## config.mk

```make
export PLATFORM = sky130hd
export DESIGN_NAME = rand_arbiter
export DESIGN_NICKNAME = d
export VERILOG_FILES = /design/src/rtl/rand_arbiter.sv
export SDC_FILE = /design/constraint.sdc
export NUM_CORES = 1
export LEC_CHECK = 0
export ABC_AREA = 1
export BUFFER_PORTS_ARGS = -buffer_cell sky130_fd_sc_hd__clkbuf_2
export CORE_MARGIN = 2
export CORE_UTILIZATION = 52
export CTS_CLUSTER_SIZE = 40
export DETAILED_ROUTE_END_ITERATION = 12
export GPL_TIMING_DRIVEN = 0
export PLACE_DENSITY_LB_ADDON = 0.12
export SLEW_MARGIN = 15
export SYNTH_ARGS = -nofsm -noshare
export SYNTH_HDL_FRONTEND = slang
export SYNTH_SLANG_ARGS = --single-unit
```

## constraint.sdc

```tcl
create_clock -name clk -period 6.1 [get_ports clk]
set_clock_uncertainty 0.1 [all_clocks]
set_input_delay 0.915 -clock clk [delete_from_list [all_inputs] [get_ports clk]]
set_output_delay 0.915 -clock clk [all_outputs]
set_load 0.05 [all_outputs]
```

## src/rtl/rand_arbiter.sv

```systemverilog
// rtl/rand_arbiter.sv - round-robin arbiter sharing one seeded LFSR core among requesters
module rand_arbiter #(
  parameter int          N_REQ        = 4,
  parameter int          WARMUP       = 8,
  parameter logic [31:0] SEED_DEFAULT = 32'd1907200704
) (
  input  logic             clk,
  input  logic             RESET_SIM,
  input  logic [N_REQ-1:0] req,
  input  logic             reseed,
  input  logic [31:0]      seed_in,
  output logic [N_REQ-1:0] gnt,
  output logic [31:0]      rand_out,
  output logic             rand_valid,
  output logic             busy,
  output logic             rng_ld_seed,
  output logic [31:0]      rng_seed,
  output logic             rng_step,
  input  logic [31:0]      rng_value
);

  localparam int PW = (N_REQ > 2) ? $clog2(N_REQ) : 1;
  localparam int CW = (WARMUP > 2) ? $clog2(WARMUP) : 1;

  typedef enum logic [1:0] {SEED, WARM, READY} state_t;

  state_t           state;
  logic [PW-1:0]    ptr;
  logic [PW-1:0]    pick;
  logic [PW-1:0]    pick_next;
  logic             found;
  logic [CW-1:0]    warm_cnt;
  logic [N_REQ-1:0] eligible;

  // Last cycle's grant is masked: that requester is dropping req this cycle.
  always_comb begin
    eligible = req & ~gnt;
    found    = 1'b0;
    pick     = ptr;
    for (int k = 0; k < N_REQ; k++) begin
      if (!found && eligible[(int'(ptr) + k) % N_REQ]) begin
        found = 1'b1;
        pick  = PW'((int'(ptr) + k) % N_REQ);
      end
    end
  end

  assign pick_next   = (pick == PW'(N_REQ - 1)) ? '0 : pick + 1'b1;
  assign busy        = (state != READY);
  assign rng_ld_seed = (state == SEED);
  // The core advances on the same edge that captures its value, so no value repeats.
  assign rng_step    = !reseed && ((state == WARM) || ((state == READY) && found));

  always_ff @(posedge clk or posedge RESET_SIM) begin
    if (RESET_SIM) begin
      state      <= SEED;
      rng_seed   <= SEED_DEFAULT;
      ptr        <= '0;
      warm_cnt   <= '0;
      gnt        <= '0;
      rand_valid <= 1'b0;
      rand_out   <= '0;
    end else if (reseed) begin
      rng_seed   <= (seed_in == 32'd0) ? SEED_DEFAULT : seed_in;
      state      <= SEED;
      warm_cnt   <= '0;
      gnt        <= '0;
      rand_valid <= 1'b0;
    end else begin
      case (state)
        SEED: begin
          gnt        <= '0;
          rand_valid <= 1'b0;
          warm_cnt   <= '0;
          state      <= (WARMUP > 0) ? WARM : READY;
        end
        WARM: begin
          gnt        <= '0;
          rand_valid <= 1'b0;
          if (warm_cnt == CW'(WARMUP - 1)) begin
            state <= READY;
          end else begin
            warm_cnt <= warm_cnt + 1'b1;
          end
        end
        READY: begin
          if (found) begin
            gnt        <= N_REQ'(1) << pick;
            rand_out   <= rng_value;
            rand_valid <= 1'b1;
            ptr        <= pick_next;
          end else begin
            gnt        <= '0;
            rand_valid <= 1'b0;
          end
        end
        default: state <= SEED;
      endcase
    end
  end

endmodule

```

After elaboration in Yosys (flattened, before gate mapping) --
Cells that the tools add are included. W data, S select, Z words.
Storage, ports and cells: register bits after elaboration 76, output and inout port bits 72, word-level logic and storage cells 84
Cells by class: bitwise gates (word level) 6, shift-type cells 1, $add $sub $neg 5, reduce and logical (&&, ||, !) cells 21, eq/ne operators 8, magnitude comparators 4, multiplexer cells 32
Operator list (number):
- $logic_not A32 Y1 | 1
- $mux W32 | 1
- $mux W1 | 13
- $lt A3 B4 Y1 const B | 3
- $mux W2 | 6
- $bmux W1 S2 | 4
- $mux W4 | 2
- $pmux W4 S2 | 1
- $reduce_or A2 Y1 | 4
- $mux W3 | 2
- $pmux W2 S3 | 1
- $pmux W3 S2 | 1
- $reduce_bool A3 Y1 | 2
- $logic_and A1 B1 Y1 | 5
- $add A2 B1 Y2 const B | 2
- $add A2 B2 Y2 const B | 2
- $and A4 B4 Y4 | 1
- $eq A2 B2 Y1 const B | 2
- $logic_not A1 Y1 | 4
- $ne A2 B2 Y1 const B | 2
- $not A4 Y4 | 1
- $reduce_and A2 Y1 | 2
- $shl A1 B2 Y4 const A | 1
- $add A3 B1 Y3 const B | 1
- 11 further kinds | 13

Logic depth before layout (Yosys ltp) --
depth in word-level cells 18, mapped depth 17

Least setup slack after synthesis --
No wires, ideal clock.
path kind input-to-output, start point in req[1], end point out rng_step, stages 7, arrival 2.045 ns, slack 3.040 ns, data required time 5.085 ns, buffers on the path 1, path through nand3_1 > nand3_1 > nand2_1 > nand3_4 > o21ai_4 > buf_6 > nand2_1
Between the ends: longest elaborated chain between the ends 16
RTL lines:
- from (decl) | RTL line 9 | input logic [N_REQ-1:0] req,
- $and A4 B4 Y4 * | RTL line 37 | eligible = req & ~gnt;
- $bmux W1 S2 | RTL line 41 | if (!found && eligible[(int'(ptr) + k) % N_REQ]) begin
- $mux W1 (not written as such) | RTL line 41
- $mux W1 | RTL line 41
- $logic_not A1 Y1 | RTL line 41
- $logic_and A1 B1 Y1 | RTL line 41
- $mux W1 | RTL line 41
- $logic_not A1 Y1 | RTL line 41
- $logic_and A1 B1 Y1 | RTL line 41
- $mux W1 | RTL line 41
- $logic_not A1 Y1 | RTL line 41
- $logic_and A1 B1 Y1 | RTL line 41
- $mux W1 * | RTL line 41
- $logic_and A1 B1 Y1 * | RTL line 52 | assign rng_step = !reseed && ((state == WARM) || ((state == READY) && found));
- $logic_or A1 B1 Y1 * | RTL line 52
- $logic_and A1 B1 Y1 * | RTL line 52
- to (decl) | RTL line 18 | output logic rng_step,
Every way passes the cells marked *; elsewhere a longest branch is shown, timed or not. The select of a mux whose other input is x is not followed.

Worst setup path in the final report --
start point in req[0], end point out rng_step
The elaborated chain is that of the path after synthesis.

==> run metrics <==
status=finished clean; Total Die Area=around 7400 sq um; Ys Warns=0; vias per inst=around 4.9; GRT overflow=0; Layout Nets=623; Seq cells post-synth=between 70 and 80; Top FF cell, synth=dfrtp_1; Netlist cell types=24; layout cells sized above 1=0.3721; Crit-path slowest cell=o21ai_4; Synth Area in Adders=0.02144; Synth Area in Simple Gates=0.2630; H-Tree Depth=3; Post-Syn Area=3501 sq um; Root Buffer=clkbuf_8; chip height=86.05 um; Hold Buf Count CTS=0; WP data required=5.08 ns; clk buf depth=2; PnR Total Power=1.304 mW; clock buffer count from CTS=9; post-synth top area cell=dfrtp_1; largest cells by area after synthesis=dfrtp_1, nand2_1, dfstp_2; I/O Pins=143; standard-cell row count=29; final setup fails=0; maximum VDD drop=165.4 uV; clk sinks=76; post-synthesis sequential area ratio=0.5482; Max Cap Viol=0; TritonCTS clock tree=done; DRT antenna net count=0; syn nets=470; ys async rst share=1.000; Max FO, Critical Path=10; post-layout min period=around 3.3 ns; post_cts resized=0; Post-synth EDFFs=0; initial antenna violation count=0; Clk Latency, worst-skew pair=0.34 ns; crit path kind=in -> out; global-route wire length before repair=between 10000 and 15000 um; largest net degree at the start of global routing=45; Setup crit end kind=primary output; Hold Vio Cnt, Final=0; first drt pass iteration count=4; Post-CTS Setup Bufs=0; WL/cell=12.65 um; unrepaired setup endpoints after global routing=false; xor and xnor area share after synthesis=0; Clk pin slew, worst setup/hold paths=around 0.070 ns; period utilization=0.5399; Worst path max stage delay=0.26 ns; mux share of post-synthesis cell area=0.05790; Setup crit start kind=input port; GRT Total Usage=0.2246; Core Box Area=6422 sq um; Inserted Diodes=0; IO Port Bufs=roughly 140; CP cell instances=clkbuf_2 -> nand3_1 -> nand2_1 -> o21ai_4 -> nand3_4 -> o21ai_4 -> buf_6 -> nand2_1 -> clkbuf_2; most frequent cell after synthesis=nand2_1; detailed-route via count=3099; Area Overhead vs Synth=28.27%; leak pwr=2.509 nW; Finished Layout Cells=628; Synth top cells by count=nand2_1, dfrtp_1, nor2_1; Cell Pwr Density=290.4 nW/um^2; vias in the first global route=~3000; DRC Markers=0; Arr. time, crit path=2.28 ns; final max-slew violation count=0; main combinational cell family by area after synthesis=simple AND/OR/NAND/NOR gates; WL final=7946 um; post-route setup TNS=0 ns; dpl cells=612; Avg Cell Area, Syn=8.908 sq um; share of the synthesized area in the top cell type=0.4432; Hold WC Path Type=reg -> reg; DR iter-0 viols=133; dpl hpwl=6221 um; delay-heaviest family, CP=buffers and inverters; CP bufs+invs=3; post-synthesis compound-gate area fraction=0.03181; gp weighted congestion=0.8096; Worst slew margin=0.5831; Peak Freq=303.6 MHz; die width=86.05 um; starting density of the core=0.5451; Synth Instances=about 400; worst-margin pin slew=~0.63 ns
==> worst paths after layout <==
path | from | end | slack (ns) | cells past startpoint
max | req[0] | rng_step | 2.81 | 9
min | rand_out[0] | rand_out[0] | 0.38 | 2
max reg2reg | ptr[0] | ptr[1] | 3.95 | 14
min reg2reg | rand_out[0] | rand_out[0] | 0.38 | 2
max in group asynchronous | RESET_SIM | rng_seed[30] | 4.81 | 3
min in group asynchronous | RESET_SIM | gnt[3] | 0.45 | 2
==> sequential cells by signal, summed over array words and instances, names as in the netlist <==
signal	cells
rng_seed	32
rand_out	32
warm_cnt	3
rand_valid	1
gnt	4
ptr	2
state	2
==> cell families after synthesis <==
| group | after synthesis |
|---|---|
| AO/OA/AOI/OAI | 14 |
| adder cells (fa/ha/maj) | 6 |
| multiplexers | 18 |
| AND/OR/NAND/NOR | 224 |
| flip-flops | 76 |
| buffers and inverters | 55 |
==> cells in the final DEF (no fill, tap or decap), types with 2 or more instances in the layout <==
cell      count
inv_2         2
clkbuf_2    141
a21oi_1       4
buf_1         2
o22ai_1       5
nand4_1       4
inv_1        35
mux2_2       18
nor4_1        8
dfrtp_1      62
clkbuf_1      9
nor2_1       51
inv_4         3
ha_1          6
o21ai_4       2
buf_6         8
a32o_1        2
nand3_1      16
clkbuf_8     10
dfstp_2      14
nand2_1     141
==> report_power, final <==
part | leakage [nW] | internal, mW | switching, mW | total, mW
sequential | 0.929 | 0.560 | 0.0287 | 0.588
clock | 0.0807 | 0.159 | 0.172 | 0.331
combinational | 1.50 | 0.103 | 0.281 | 0.384
==> worst register-to-register path, delay by kind of cell (launching register included) <==
kind / cells / cell delay (ns)
simple gates: 9 / 0.92
fa+ha+maj: 1 / 0.30
flops: 1 / 0.37
buf+inv: 4 / 0.37
==> per-layer routing <==
metal  wire length (um)  GRT usage  part of all wire
met5                  0          0                 0
met4                110    0.08514             0.014
met3                554    0.04812             0.070
met2               3873     0.3996              0.49
met1               3406     0.2650              0.43
==> final cells by class <==
cell class                      count  area [sq um]
Multi-Input combinational cell    262          1310
Inverter                           40         157.7
Sequential cell                    76          1919
Clock inverter                      2         12.51
Clock buffer                       14         152.6
Timing Repair Buffer              142         725.7
Buffer                             15         116.4
Fill cell                         533          1932
Tap cell                           77         96.34
==> through the flow <==
stage | setup WS (ns) | hold slack (ns) | utilization | instance area, sq um
floorplan | 3.040 | 0.3494 | - | 3501
global placement | 2.293 | 0.3623 | 0.6700 | 4303
detailed placement | 2.816 | 0.3642 | 0.6735 | 4325
CTS | 2.812 | 0.3839 | 0.6992 | 4491
global route | 2.648 | 0.4060 | 0.6992 | 4491
finish | 2.806 | 0.3769 | 0.6992 | 4491
Power figures use the tool's default switching activity.
